$ cat src/rtl/eq_serial_if.sv
// Serial operand link between a bit-pair sender and the eq_serial checker.
interface eq_serial_if #(
  parameter int CNT_W = 3
) ();
  logic             start;
  logic             bit_valid;
  logic             a_bit;
  logic             b_bit;
  logic             busy;
  logic             done;
  logic             eq;
  logic [CNT_W-1:0] mismatch_idx;

  modport master (
    output start, bit_valid, a_bit, b_bit,
    input  busy, done, eq, mismatch_idx
  );

  modport slave (
    input  start, bit_valid, a_bit, b_bit,
    output busy, done, eq, mismatch_idx
  );
endinterface

$ cat src/rtl/eq_serial.sv
// Bit-serial WIDTH-bit equality checker, LSB first, XNOR cell into a running AND.
// Optional EQ_SERIAL_EARLY_ABORT_EN: finish the word on its first mismatching bit.
module eq_serial #(
  parameter int WIDTH = 8,
  parameter int CNT_W = $clog2(WIDTH)
) (
  input  logic       clk,
  input  logic       reset,
  eq_serial_if.slave bus
);

  localparam logic [1:0] StIdle = 2'd0;
  localparam logic [1:0] StCmp  = 2'd1;
  localparam logic [1:0] StDone = 2'd2;

  logic [1:0]       state_q, state_d;
  logic [CNT_W-1:0] cnt_q, cnt_d;
  logic             acc_q, acc_d;
  logic             seen_q, seen_d;
  logic [CNT_W-1:0] first_q, first_d;
  logic             eq_q, eq_d;
  logic [CNT_W-1:0] idx_q, idx_d;

  logic             bit_ok;
  logic             acc_nx;
  logic             last_bit;
  logic [CNT_W-1:0] first_nx;

  assign bit_ok   = bus.a_bit ~^ bus.b_bit;
  assign acc_nx   = acc_q & bit_ok;
  assign last_bit = (cnt_q == CNT_W'(WIDTH - 1));
  // Index of the earliest mismatch including the bit arriving now; 0 if none so far.
  assign first_nx = seen_q ? first_q : (bit_ok ? '0 : cnt_q);

  always_comb begin
    state_d = state_q;
    cnt_d   = cnt_q;
    acc_d   = acc_q;
    seen_d  = seen_q;
    first_d = first_q;
    eq_d    = eq_q;
    idx_d   = idx_q;
    unique case (state_q)
      StIdle, StDone: begin
        if (bus.start) begin
          state_d = StCmp;
          cnt_d   = '0;
          acc_d   = 1'b1;
          seen_d  = 1'b0;
          first_d = '0;
        end else begin
          state_d = StIdle;
        end
      end
      StCmp: begin
        if (bus.bit_valid) begin
          acc_d = acc_nx;
          cnt_d = cnt_q + 1'b1;
          if (!bit_ok && !seen_q) begin
            seen_d  = 1'b1;
            first_d = cnt_q;
          end
`ifdef EQ_SERIAL_EARLY_ABORT_EN
          if (last_bit || !bit_ok) begin
`else
          if (last_bit) begin
`endif
            state_d = StDone;
            eq_d    = acc_nx;
            idx_d   = first_nx;
          end
        end
      end
      default: state_d = StIdle;
    endcase
  end

  always_ff @(posedge clk) begin
    if (reset) begin
      state_q <= StIdle;
      cnt_q   <= '0;
      acc_q   <= 1'b1;
      seen_q  <= 1'b0;
      first_q <= '0;
      eq_q    <= 1'b0;
      idx_q   <= '0;
    end else begin
      state_q <= state_d;
      cnt_q   <= cnt_d;
      acc_q   <= acc_d;
      seen_q  <= seen_d;
      first_q <= first_d;
      eq_q    <= eq_d;
      idx_q   <= idx_d;
    end
  end

  assign bus.busy         = (state_q == StCmp);
  assign bus.done         = (state_q == StDone);
  assign bus.eq           = eq_q;
  assign bus.mismatch_idx = idx_q;

endmodule
$ cat src/flat_wrapper.sv
// flat-port wrapper written by rule: the top's interface ports become plain ports
module eq_serial_flat 
#(
  parameter int WIDTH = 8,
  parameter int CNT_W = $clog2(WIDTH)
)
  (clk, reset, bus_start, bus_bit_valid, bus_a_bit, bus_b_bit, bus_busy, bus_done, bus_eq, bus_mismatch_idx);
  eq_serial_if #(.CNT_W(CNT_W)) bus_i ();
  input  logic clk;
  input  logic reset;
  input wire logic [$bits(bus_i.start)-1:0] bus_start;
  input wire logic [$bits(bus_i.bit_valid)-1:0] bus_bit_valid;
  input wire logic [$bits(bus_i.a_bit)-1:0] bus_a_bit;
  input wire logic [$bits(bus_i.b_bit)-1:0] bus_b_bit;
  output wire logic [$bits(bus_i.busy)-1:0] bus_busy;
  output wire logic [$bits(bus_i.done)-1:0] bus_done;
  output wire logic [$bits(bus_i.eq)-1:0] bus_eq;
  output wire logic [$bits(bus_i.mismatch_idx)-1:0] bus_mismatch_idx;
  assign bus_i.start = bus_start;
  assign bus_i.bit_valid = bus_bit_valid;
  assign bus_i.a_bit = bus_a_bit;
  assign bus_i.b_bit = bus_b_bit;
  assign bus_busy = bus_i.busy;
  assign bus_done = bus_i.done;
  assign bus_eq = bus_i.eq;
  assign bus_mismatch_idx = bus_i.mismatch_idx;
  eq_serial #(.WIDTH(WIDTH), .CNT_W(CNT_W)) u_core (.clk(clk), .reset(reset), .bus(bus_i));
endmodule
$ cat config.mk
export PLATFORM = sky130hd
export DESIGN_NAME = eq_serial_flat
export DESIGN_NICKNAME = d
export VERILOG_FILES = /design/src/rtl/eq_serial_if.sv /design/src/rtl/eq_serial.sv /design/src/flat_wrapper.sv
export SDC_FILE = /design/constraint.sdc
export NUM_CORES = 1
export LEC_CHECK = 0
export CAP_MARGIN = 30
export CORE_MARGIN = 2
export CORE_UTILIZATION = 23
export DETAILED_ROUTE_END_ITERATION = 8
export DONT_BUFFER_PORTS = 1
export GPL_TIMING_DRIVEN = 0
export PLACE_DENSITY = 0.32
export SETUP_SLACK_MARGIN = 0.2
export SKIP_CTS_REPAIR_TIMING = 1
export SYNTH_ARGS = -nofsm -noshare
export SYNTH_HDL_FRONTEND = slang
export SYNTH_SLANG_ARGS = --single-unit
export TNS_END_PERCENT = 20
$ cat constraint.sdc
create_clock -name clk -period 2.6 [get_ports clk]
set_input_delay 0.52 -clock clk [delete_from_list [all_inputs] [get_ports clk]]
set_output_delay 0.52 -clock clk [all_outputs]
set_load 0.05 [all_outputs]
# Yosys cells after proc, flatten, opt, wreduce, memory -nomap -nowiden

Cells that the tools add are included.

$add $sub $neg: 1
Equality and inequality tests: 7
Muxes and demuxes: 19
Bitwise operators: 2
Reduce and logical (&&, ||, !) cells: 10

Operators by type and width:

| kind                                                | count |
|---|---|
| 2-to-1 mux 3 bit                                    | 6 |
| case mux 3 bit (2 select lines)                     | 2 |
| 2-to-1 mux 1 bit                                    | 6 |
| AND reduction 3 bit                                 | 2 |
| 2-to-1 mux 2 bit                                    | 2 |
| != test 2 x 1 -> 1 bit, second input constant       | 2 |
| != test 2 bit, second input constant                | 2 |
| case mux 1 bit (2 select lines)                     | 2 |
| case mux 2 bit (2 select lines)                     | 1 |
| AND reduction 4 bit                                 | 1 |
| adder 3 x 1 -> 3 bit, second input constant         | 1 |
| equality test 3 bit, second input constant          | 1 |
| equality test 2 x 1 -> 1 bit, second input constant | 1 |
| equality test 2 bit, second input constant          | 1 |
| logical NOT 1 bit                                   | 2 |
| logical NOT 2 bit                                   | 1 |
| AND reduction 2 bit                                 | 1 |
| nonzero test 2 bit                                  | 1 |
| OR reduction 2 bit                                  | 1 |
| AND 1 bit                                           | 1 |
| logical AND 1 bit                                   | 1 |
| XNOR 1 bit                                          | 1 |

Register bits: 14
Output and inout bits: 6
Word-level logic and storage cells: 46

# Longest topological paths before layout

Word-level depth: 6
Mapped depth: 6

# Least setup slack after synthesis

Ideal clock, no wire load.

Path kind: register to output
From: reg u_core.state_q[0]
To: out bus_busy
Data arrival time: 1158 ps
Slack: 922 ps
Cell stages (with the launch flop): 2
Buffers on the path: 0
Cells stage by stage: dfxtp_1 > nor2b_1

Cells in the longest elaborated chain, start to end: 1

Ends and longest elaborated chain:

| what                         | RTL line           | RTL |
|---|---|---|
| start, declared              | eq_serial.sv:16    | `logic [1:0] state_q, state_d;` |
| start signal, assigned       | eq_serial.sv:80    | `state_q <= StIdle;` |
| start signal, assigned       | eq_serial.sv:88    | `state_q <= state_d;` |
| equality test 2 x 1 -> 1 bit | eq_serial.sv:98    | `assign bus.busy = (state_q == StCmp);` |
| end, declared                | flat_wrapper.sv:15 | `output wire logic [$bits(bus_i.busy)-1:0] bus_busy;` |

Every way passes these cells.

# Worst setup path in the final report

Same ends and word-level chain as after synthesis.

==> metrics.csv <==
stage,metric,value,unit
sta,slew_violations,0,
critical_path,cp.arrival,1520,ps
grt,grtUsageTotal,0.104,
clocking,clockRootBuffer,clkbuf_4,
final_layout,mostFrequentLayoutCells,"dfxtp_1 (14), nand2_1 (9), nand2b_1 (5), a21oi_1 (5)",
sta,setup_violations,0,
critical_path,crit_chain,nor2b_1,
clocking,htree_levels,1,
final_layout,area_growth,11.5,%
final_layout,diodes,0,
clocking,clock_path_buffers,2,
routing,wire_per_inst,13.7,um
place,hpwl,1.03,mm
sta,clock.fmax,489,MHz
floorplan,die_w,57.2,um
critical_path,worst_path_largest_cell_delay,810,ps
logic_synthesis,syn-instance-count,72,
routing,ant_nets,0,
min_path,hold_class,primary input to register,
critical_path,critical_path_required,2080,ps
floorplan,core,2710,um2
power_and_ir_drop,ir_drop,254,uV
clocking,cts_tree,yes,
clocking,clk_pin_slew,90,ps
critical_path,cp_max_fo,6,
sta,fin_crit_sh,0.786,
clocking,insertion_delay,290,ps
logic_synthesis,ys_warn_count,0,
final_layout,fin_nets,85,
sta,hold_viol_final,0,
power_and_ir_drop,p_leak,0.000272,uW
sta,tightest_slew,981,ps
sta,period_needed,2040,ps
logic_synthesis,synthesis.nets,80,
final_layout,final_common_cell,dfxtp_1,
grt,grt_pass1_vias,546,
critical_path,cp.buffers_inverters,0,
logic_synthesis,synth-edff-count,0,
routing,drcViolationCount,0,
sta,slew_headroom,0.344,
routing,via_per_inst,4.76,
power_and_ir_drop,total_power,419,uW
critical_path,critPathSlowestCell,nor2b_1,
power_and_ir_drop,power.density,578,nW/um2
critical_path,worstSetupPathType,register to output port,
place,place_ws,861,ps
critical_path,critPathLaunchType,register,
final_layout,fill_cells,313,
logic_synthesis,synth.area.top_cells,"dfxtp_1 (43%), nand2_1 (5.2%), nand2b_1 (4.8%)",
logic_synthesis,synth_top_area_cell,dfxtp_1,
clocking,cts_sinks,14,
logic_synthesis,async_reset_ff_frac,0,
final_layout,drive_gt1_frac,0.105,
logic_synthesis,syn_avg_cell_area,9.04,um2
logic_synthesis,synth_seq_cells,14,
sta,rsz0062_at_grt,false,
logic_synthesis,netlist.area_leader.share,0.431,
floorplan,io_pins,12,
routing,drt-initial-drc-count,9,
status,outcome,completed,
floorplan,die_h,57.2,um
sta,fin_tns_setup,0,ps
logic_synthesis,ys_seq_area_frac,0.431,
floorplan,num_rows,19,
routing,wirelength,1.47,mm
critical_path,crit_family,simple AND/OR/NAND/NOR gates,
grt,grt_max_degree,11,
routing,vias,509,
place,gp_congestion,0.657,
logic_synthesis,syn_area,651,um2
sta,layout_setup_ws,557,ps
job,max-cap-violations,0,
logic_synthesis,ys.flop_type,dfxtp_1,
sta,fin_worst_skew,8.86,ps
place,portBuffers,0,
floorplan,start_util,0.240,
floorplan,dieArea,3270,um2
final_layout,stdcell_area,726,um2
grt,grt_first_pass_wirelength,2.54,mm
clocking,numCtsBuffers,3,
place,placed_cell_area,689,um2
critical_path,end_kind,output port,
grt,overflow,0,
grt,antenna_found_initial,0,
logic_synthesis,ys_types,23,
routing,drt-pass1-iter-count,4,
where the power goes:
group	internal (uW)	switching, uW
registers	218	3.49
logic	10.5	23.9
clock network	85.2	78.5
total	313	106
final cells by class:
class,instances,area [um2],share of cell area
sequential,14,280,0.386
inverter,3,11.3,0.0155
tap,31,38.8,0.0534
buffer,3,12.5,0.0172
multi-input combinational,52,347,0.478
clock buffer,4,36.3,0.0500
flip-flops by register name, indices dropped and copies added (netlist names):
signal	count
u_core.bus.mismatch_idx	3
u_core.bus.eq	1
u_core.first_q	3
u_core.cnt_q	3
u_core.seen_q	1
u_core.acc_q	1
u_core.state_q	2
metal layers:
metal	GRT usage	up-vias	wire, um
met1	0.131	234	713
met4	0.0299	0	13
met3	0.0431	2	78
met5	0	-	0
met2	0.163	12	660
li1	-	261	-
tightest hold or removal path: stages:
cell and delay, ps:
nand2_1 30, nand2_1 50, a21oi_1 50
cell families (layout without fill, tap and decap cells):
logic type               count (synthesis)  after routing  share of synthesized area
AO/OA/AOI/OAI                           13             13                      0.144
XOR/XNOR                                 1              1                     0.0250
adder cells (fa/ha/maj)                  2              2                     0.0385
buffers and inverters                    6             10                     0.0365
flip-flops                              14             14                      0.431
AND/OR/NAND/NOR                         36             36                      0.325
metrics by stage:
step	std cells	hold slack, ps	util
after floorplan	72	440	-
after global placement	103	454	0.254
final	107	425	0.268
after global routing	107	428	0.268
after CTS	107	417	0.268
after detailed placement	103	459	0.254
final timing paths:
check	from	endpoint	slack (ps)	cells after the start
setup reg to reg	u_core.state_q[0]	u_core.state_q[0]	1020	3
hold / removal	bus_bit_valid	u_core.state_q[0]	420	3
setup / recovery	u_core.state_q[0]	bus_busy	560	1
hold reg to reg	u_core.acc_q	u_core.acc_q	480	2
Yosys cell counts, types with 2 or more instances:
library cell  instances
and2b_1               2
nor2_1                4
nor4_1                3
ha_1                  2
nor2b_1               2
clkbuf_1              2
dfxtp_1              14
nor3_1                3
inv_1                 3
a31o_1                3
nand3_1               4
nand2b_1              5
o311a_1               3
a21oi_1               5
nand2_1               9
(Power assumes the default switching activity.)
